## src/rtl/vga_palette_pipe_if.sv

```systemverilog
// vga_palette_pipe_if: palette CPU port plus pixel stream in/out of the palette pipeline
interface vga_palette_pipe_if #(parameter int COLOR_W = 8);
    logic               pal_we;
    logic [3:0]         pal_addr;
    logic [COLOR_W-1:0] pal_wdata;
    logic [COLOR_W-1:0] pal_rdata;
    logic               vsync_pulse;
    logic               blink_mode;
    logic               pix_valid;
    logic [7:0]         attr;
    logic               pix_bit;
    logic               out_valid;
    logic [COLOR_W-1:0] pixel;
    logic [COLOR_W-1:0] bgcolor;
    logic [COLOR_W-1:0] fgcolor;
    logic               blink_phase;
    modport master (
        output pal_we, pal_addr, pal_wdata, vsync_pulse, blink_mode, pix_valid, attr, pix_bit,
        input  pal_rdata, out_valid, pixel, bgcolor, fgcolor, blink_phase
    );
    modport slave (
        input  pal_we, pal_addr, pal_wdata, vsync_pulse, blink_mode, pix_valid, attr, pix_bit,
        output pal_rdata, out_valid, pixel, bgcolor, fgcolor, blink_phase
    );
endinterface

```

## src/rtl/vga_palette_pipe.sv

```systemverilog
// vga_palette_pipe: 16-entry programmable text palette with 2-stage pixel pipeline and frame blink
module vga_palette_pipe #(
    parameter int COLOR_W   = 8,
    parameter int BLINK_DIV = 16
) (
    input  logic                 clk,
    input  logic                 rst,
    vga_palette_pipe_if.slave    bus
);
    localparam logic [7:0] DEF_PAL [16] = '{
        8'h00, 8'h02, 8'h10, 8'h12, 8'h80, 8'h82, 8'h90, 8'hDB,
        8'h92, 8'h03, 8'h1C, 8'h1F, 8'hE0, 8'hE3, 8'hFC, 8'hFF
    };
    logic [COLOR_W-1:0] r_pal [16];
    logic [COLOR_W-1:0] r_rdata;
    logic               r_s1_valid;
    logic [7:0]         r_s1_attr;
    logic               r_s1_bit;
    logic               r_s1_mode;
    logic               r_valid;
    logic [COLOR_W-1:0] r_pixel;
    logic [COLOR_W-1:0] r_bg;
    logic [COLOR_W-1:0] r_fg;
    logic [7:0]         r_cnt;
    logic               r_phase;
    logic [3:0]         w_bg_idx;
    logic [COLOR_W-1:0] w_bg;
    logic [COLOR_W-1:0] w_fg;
    logic               w_hide;
    logic [COLOR_W-1:0] w_pix;

    // Palette storage and registered readback; readback sees the pre-write entry
    always_ff @(posedge clk or posedge rst) begin
        if (rst) begin
            for (int i = 0; i < 16; i++) r_pal[i] <= COLOR_W'(DEF_PAL[i]);
            r_rdata <= '0;
        end else begin
            r_rdata <= r_pal[bus.pal_addr];
            if (bus.pal_we) r_pal[bus.pal_addr] <= bus.pal_wdata;
        end
    end

    // Stage 1: capture the incoming attribute/glyph sample
    always_ff @(posedge clk or posedge rst) begin
        if (rst) begin
            r_s1_valid <= 1'b0;
            r_s1_attr  <= '0;
            r_s1_bit   <= 1'b0;
            r_s1_mode  <= 1'b0;
        end else begin
            r_s1_valid <= bus.pix_valid;
            r_s1_attr  <= bus.attr;
            r_s1_bit   <= bus.pix_bit;
            r_s1_mode  <= bus.blink_mode;
        end
    end

    assign w_bg_idx = r_s1_mode ? {1'b0, r_s1_attr[6:4]} : r_s1_attr[7:4];
    assign w_bg     = r_pal[w_bg_idx];
    assign w_fg     = r_pal[r_s1_attr[3:0]];
    assign w_hide   = r_s1_mode & r_s1_attr[7] & r_phase;
    assign w_pix    = (r_s1_bit & ~w_hide) ? w_fg : w_bg;

    // Stage 2: palette lookup; colours hold across bubbles
    always_ff @(posedge clk or posedge rst) begin
        if (rst) begin
            r_valid <= 1'b0;
            r_pixel <= '0;
            r_bg    <= '0;
            r_fg    <= '0;
        end else begin
            r_valid <= r_s1_valid;
            if (r_s1_valid) begin
                r_pixel <= w_pix;
                r_bg    <= w_bg;
                r_fg    <= w_fg;
            end
        end
    end

    // Blink timer: counts vsync pulses, toggles phase every BLINK_DIV frames
    always_ff @(posedge clk or posedge rst) begin
        if (rst) begin
            r_cnt   <= '0;
            r_phase <= 1'b0;
        end else if (bus.vsync_pulse) begin
            r_cnt   <= (r_cnt == 8'(BLINK_DIV - 1)) ? '0 : r_cnt + 8'd1;
            r_phase <= (r_cnt == 8'(BLINK_DIV - 1)) ? ~r_phase : r_phase;
        end
    end

    assign bus.pal_rdata   = r_rdata;
    assign bus.out_valid   = r_valid;
    assign bus.pixel       = r_pixel;
    assign bus.bgcolor     = r_bg;
    assign bus.fgcolor     = r_fg;
    assign bus.blink_phase = r_phase;
endmodule

```

## src/flat_wrapper.sv

```systemverilog
// flat-port wrapper written by rule: the top's interface ports become plain ports
module vga_palette_pipe_flat 
#(
    parameter int COLOR_W   = 8,
    parameter int BLINK_DIV = 16
)
  (clk, rst, bus_pal_we, bus_pal_addr, bus_pal_wdata, bus_vsync_pulse, bus_blink_mode, bus_pix_valid, bus_attr, bus_pix_bit, bus_pal_rdata, bus_out_valid, bus_pixel, bus_bgcolor, bus_fgcolor, bus_blink_phase);
  vga_palette_pipe_if #(.COLOR_W(COLOR_W)) bus_i ();
  input  logic clk;
  input  logic rst;
  input wire logic [$bits(bus_i.pal_we)-1:0] bus_pal_we;
  input wire logic [$bits(bus_i.pal_addr)-1:0] bus_pal_addr;
  input wire logic [$bits(bus_i.pal_wdata)-1:0] bus_pal_wdata;
  input wire logic [$bits(bus_i.vsync_pulse)-1:0] bus_vsync_pulse;
  input wire logic [$bits(bus_i.blink_mode)-1:0] bus_blink_mode;
  input wire logic [$bits(bus_i.pix_valid)-1:0] bus_pix_valid;
  input wire logic [$bits(bus_i.attr)-1:0] bus_attr;
  input wire logic [$bits(bus_i.pix_bit)-1:0] bus_pix_bit;
  output wire logic [$bits(bus_i.pal_rdata)-1:0] bus_pal_rdata;
  output wire logic [$bits(bus_i.out_valid)-1:0] bus_out_valid;
  output wire logic [$bits(bus_i.pixel)-1:0] bus_pixel;
  output wire logic [$bits(bus_i.bgcolor)-1:0] bus_bgcolor;
  output wire logic [$bits(bus_i.fgcolor)-1:0] bus_fgcolor;
  output wire logic [$bits(bus_i.blink_phase)-1:0] bus_blink_phase;
  assign bus_i.pal_we = bus_pal_we;
  assign bus_i.pal_addr = bus_pal_addr;
  assign bus_i.pal_wdata = bus_pal_wdata;
  assign bus_i.vsync_pulse = bus_vsync_pulse;
  assign bus_i.blink_mode = bus_blink_mode;
  assign bus_i.pix_valid = bus_pix_valid;
  assign bus_i.attr = bus_attr;
  assign bus_i.pix_bit = bus_pix_bit;
  assign bus_pal_rdata = bus_i.pal_rdata;
  assign bus_out_valid = bus_i.out_valid;
  assign bus_pixel = bus_i.pixel;
  assign bus_bgcolor = bus_i.bgcolor;
  assign bus_fgcolor = bus_i.fgcolor;
  assign bus_blink_phase = bus_i.blink_phase;
  vga_palette_pipe #(.COLOR_W(COLOR_W), .BLINK_DIV(BLINK_DIV)) u_core (.clk(clk), .rst(rst), .bus(bus_i));
endmodule
```

## config.mk

```make
export PLATFORM = sky130hd
export DESIGN_NAME = vga_palette_pipe_flat
export DESIGN_NICKNAME = d
export VERILOG_FILES = /design/src/rtl/vga_palette_pipe_if.sv /design/src/rtl/vga_palette_pipe.sv /design/src/flat_wrapper.sv
export SDC_FILE = /design/constraint.sdc
export NUM_CORES = 1
export LEC_CHECK = 0
export ABC_CLOCK_PERIOD_IN_PS = 9700
export BUFFER_PORTS_ARGS = -buffer_cell sky130_fd_sc_hd__buf_4
export CORE_MARGIN = 1
export CORE_UTILIZATION = 57
export CTS_BUF_LIST = sky130_fd_sc_hd__clkbuf_4 sky130_fd_sc_hd__clkbuf_8
export DETAILED_ROUTE_END_ITERATION = 16
export GPL_ROUTABILITY_DRIVEN = 0
export PLACE_DENSITY = 0.72
export SLEW_MARGIN = 20
export SYNTH_ARGS = -nofsm -noshare
export SYNTH_HDL_FRONTEND = slang
export SYNTH_SLANG_ARGS = --single-unit
```

## constraint.sdc

```tcl
create_clock -name clk -period 9.7 [get_ports clk]
set_input_delay 1.94 -clock clk [delete_from_list [all_inputs] [get_ports clk]]
set_output_delay 1.94 -clock clk [all_outputs]
set_load 0.02 [all_outputs]
```

==> out/metrics.csv <==
metric,value,unit
CTS tree,done,
CP Data Required Time,10.05,ns
largest net degree at the start of global routing,99,
Post-Synth XOR/XNOR Area,0.00715,
minimum clock period,3.58,ns
Layout area overhead,9.53,%
multi-input logic area,4920,um2
TritonRoute pass-1 iters,5,
Setup-failing EPs final,0,
mux contribution to synthesized area,0.407,
Post-DP HPWL,16200,um
H-tree levels,4,
RSZ-0062 raised after global routing,false,
Async SR Flop Fraction,1.00,
Hold Fails Final Rpt,0,
CTS Buf Count,17,
cell count after synthesis,656,
met1 Usage GRT,0.415,
CP endpoint kind,flop,
max cap viols,0,
chip width,133,um
CTS sink count,181,
global route overflow,0,
initial antenna violation count,0,
CTS Hold Bufs,0,
Routed Antenna Nets,0,
final instance area,10700,um2
WP data arrival,3.93,ns
worst hold stages,1,
Synth Area in Simple Gates,0.0453,
WHS,0.487,ns
area post-placement,10300,um2
busiest grt layer,met2,
Vias/cell,6.76,
Mapped Nets,684,
critical path cell sequence,"buf_4, nand2_1, nor2b_1, mux2_2",
clk_lat worst skew,0.47,ns
met2 usage,0.462,
Cell Rows,47,
setup TNS,0,ns
diodes inserted,0,
first-pass GRT wire length,38300,um
largest family of logic cells by synthesized area,multiplexers,
Clock Skew,0.00900,ns
wire per inst,26.5,um
Final nets,719,
outcome,"complete, no violations",
Buf/Inv on CP,1,
CP top delay family,simple AND/OR/NAND/NOR gates,
Peak Freq,0.280,GHz
CP Launch Type,input port,
most frequent cell after synthesis,mux2_2,
M3 GR Usage,0.0529,
Total GRT Usage,0.294,
CTS Buffer Depth,2,
Tot Pwr,2.35,mW
kind of critical path,in -> reg,
Post-Layout Cell Count,924,
IO Count,61,
Post-Synth Adder-Cell Area,0.00128,
crit path max fanout,38,
DRT Wirelength,24500,um
Inst Count DP,891,
max-slew violation count,0,
Crit-path slowest cell,nor2b_1,
max_slew headroom,0.347,
Yosys reg bits,181,
r2r worst-path depth,5,
# fillers,1237,
Final period util,0.369,
Post-synth EDFFs,0,
"Distinct cells, synth",35,
PwrDens,219,nW/um2
post-cts resize count,0,
vias in the first global route,6450,
VDD IR max,0.110,mV
Commonest cells post-synth,"mux2_2 (145), dfrtp_1 (131), mux2i_1 (64)",
Ys Warns,0,
Setup Buffers After CTS,0,
Residual DRC,0,
sequential fraction of the synthesis area,0.469,
HP Class,reg -> reg,
syn_area_per_cell,14.9,um2
Clock Tree Root,clkbuf_8,
Die ar.,17700,um2
CP Depth,4,
core area,16700,um2
Initial Utilization,0.587,
Pleak,4.57,nW
Die Ht,133,um
register area,4600,um2
"top cells by area, synth","dfrtp_1 (33%), mux2_2 (17%), dfstp_2 (13%)",
Yosys top cell by area,dfrtp_1,
Worst-Margin Slew,0.978,ns
DR vias,6243,
"slowest stage delay, CP",0.69,ns
Starting DRT DRC Count,581,
top cell type's share of synthesized area,0.335,
Synth Area in Compound Gates,0.0416,
share of cells above drive strength 1,0.493,
"Cell Area, Synth",9800,um2
Synth Flop Type,dfrtp_1,
Port Buffers,60,
"Clk pin slew, worst setup/hold paths",0.09,ns
-- power breakdown --
| part | switching, mW | leakage, nW | internal, mW | total [mW] |
|---|---|---|---|---|
| Sequential | 0.173 | 2.13 | 0.974 | 1.15 |
| Clock | 0.272 | 0.215 | 0.289 | 0.562 |
| Combinational | 0.271 | 2.22 | 0.367 | 0.638 |
-- routing by layer --
metal  vias up  wire (um)  share of wire
met5         -          0              0
met4         0        474          0.019
met3        32       1580          0.065
met2       263      11800           0.48
met1      3306      10700           0.44
li1       2642          -              -
-- worst register-to-register path: stages, from the launching register on --
cell and delay, ns:
dfrtp_4 0.73, buf_16 0.32, mux2i_1 0.29, o22ai_1 0.19, or4_1 0.63, a221o_1 0.32
-- cell type report --
class	count	share of cell area
clock inverter	13	0.0168
inverter	1	0.000816
tap	220	0.0256
timing repair buffer	63	0.0463
sequential	181	0.428
multi-input combinational	427	0.458
clock buffer	19	0.0238
-- per-stage QoR --
step,setup slack (ns),utilization
after floorplan,2.93,-
after global placement,5.68,0.615
after detailed placement,5.58,0.615
after CTS,6.13,0.641
after global routing,5.99,0.643
final,6.12,0.643
-- cells by family (layout without fill, tap and decap cells) --
group	count (synthesis)	in the layout
flip-flops	181	181
adder cells (fa/ha/maj)	1	1
buffers and inverters	48	96
AND/OR/NAND/NOR	80	80
XOR/XNOR	8	8
AO/OA/AOI/OAI	57	57
multiplexers	281	281
-- state kept, by name, summed over array words and instances (netlist names) --
| register | count |
|---|---|
| u_core.bus.blink_phase | 1 |
| u_core.bus.pal_rdata | 8 |
| u_core.r_s1_mode | 1 |
| u_core.bus.pixel | 8 |
| u_core.r_s1_attr | 8 |
| u_core.r_cnt | 8 |
| u_core.r_s1_bit | 1 |
| u_core.bus.out_valid | 1 |
| u_core.bus.fgcolor | 8 |
| u_core.bus.bgcolor | 8 |
| u_core.r_pal | 128 |
| u_core.r_s1_valid | 1 |
-- layout by cell type, fill, tap and decap left out, drive strengths merged --
master | netlist | layout
a21boi | 1 | 1
a221o | 8 | 8
a22oi | 16 | 16
and2 | 1 | 1
and3 | 1 | 1
buf | 25 | 63
bufinv | 0 | 4
clkbuf | 22 | 19
clkinv | 0 | 5
clkinvlp | 0 | 3
dfrtp | 131 | 131
dfstp | 50 | 50
ha | 1 | 1
inv | 1 | 2
mux2 | 145 | 145
mux2i | 64 | 64
mux4 | 72 | 72
nand2 | 16 | 16
nand2b | 6 | 6
nand3 | 5 | 5
nand3b | 6 | 6
nand4 | 3 | 3
nor2 | 18 | 18
nor2b | 12 | 12
nor3b | 1 | 1
o22ai | 32 | 32
or3 | 2 | 2
or4 | 9 | 9
xnor2 | 4 | 4
xor2 | 4 | 4
-- path summary, 6_finish.rpt --
| path | to | from | slack (ns) |
|---|---|---|---|
| max reg2reg | u_core.bus.pixel[0] | u_core.r_s1_attr[5] | 7.09 |
| max in group asynchronous | u_core.r_s1_attr[1] | rst | 6.76 |
| min in group asynchronous | u_core.r_pal[62] | rst | 1.64 |
| min | u_core.r_cnt[7] | u_core.r_cnt[7] | 0.49 |
| min reg2reg | u_core.r_cnt[7] | u_core.r_cnt[7] | 0.49 |
| max | u_core.r_pal[96] | bus_pal_addr[0] | 6.12 |
No activity file was read; power rests on OpenSTA's default activity.
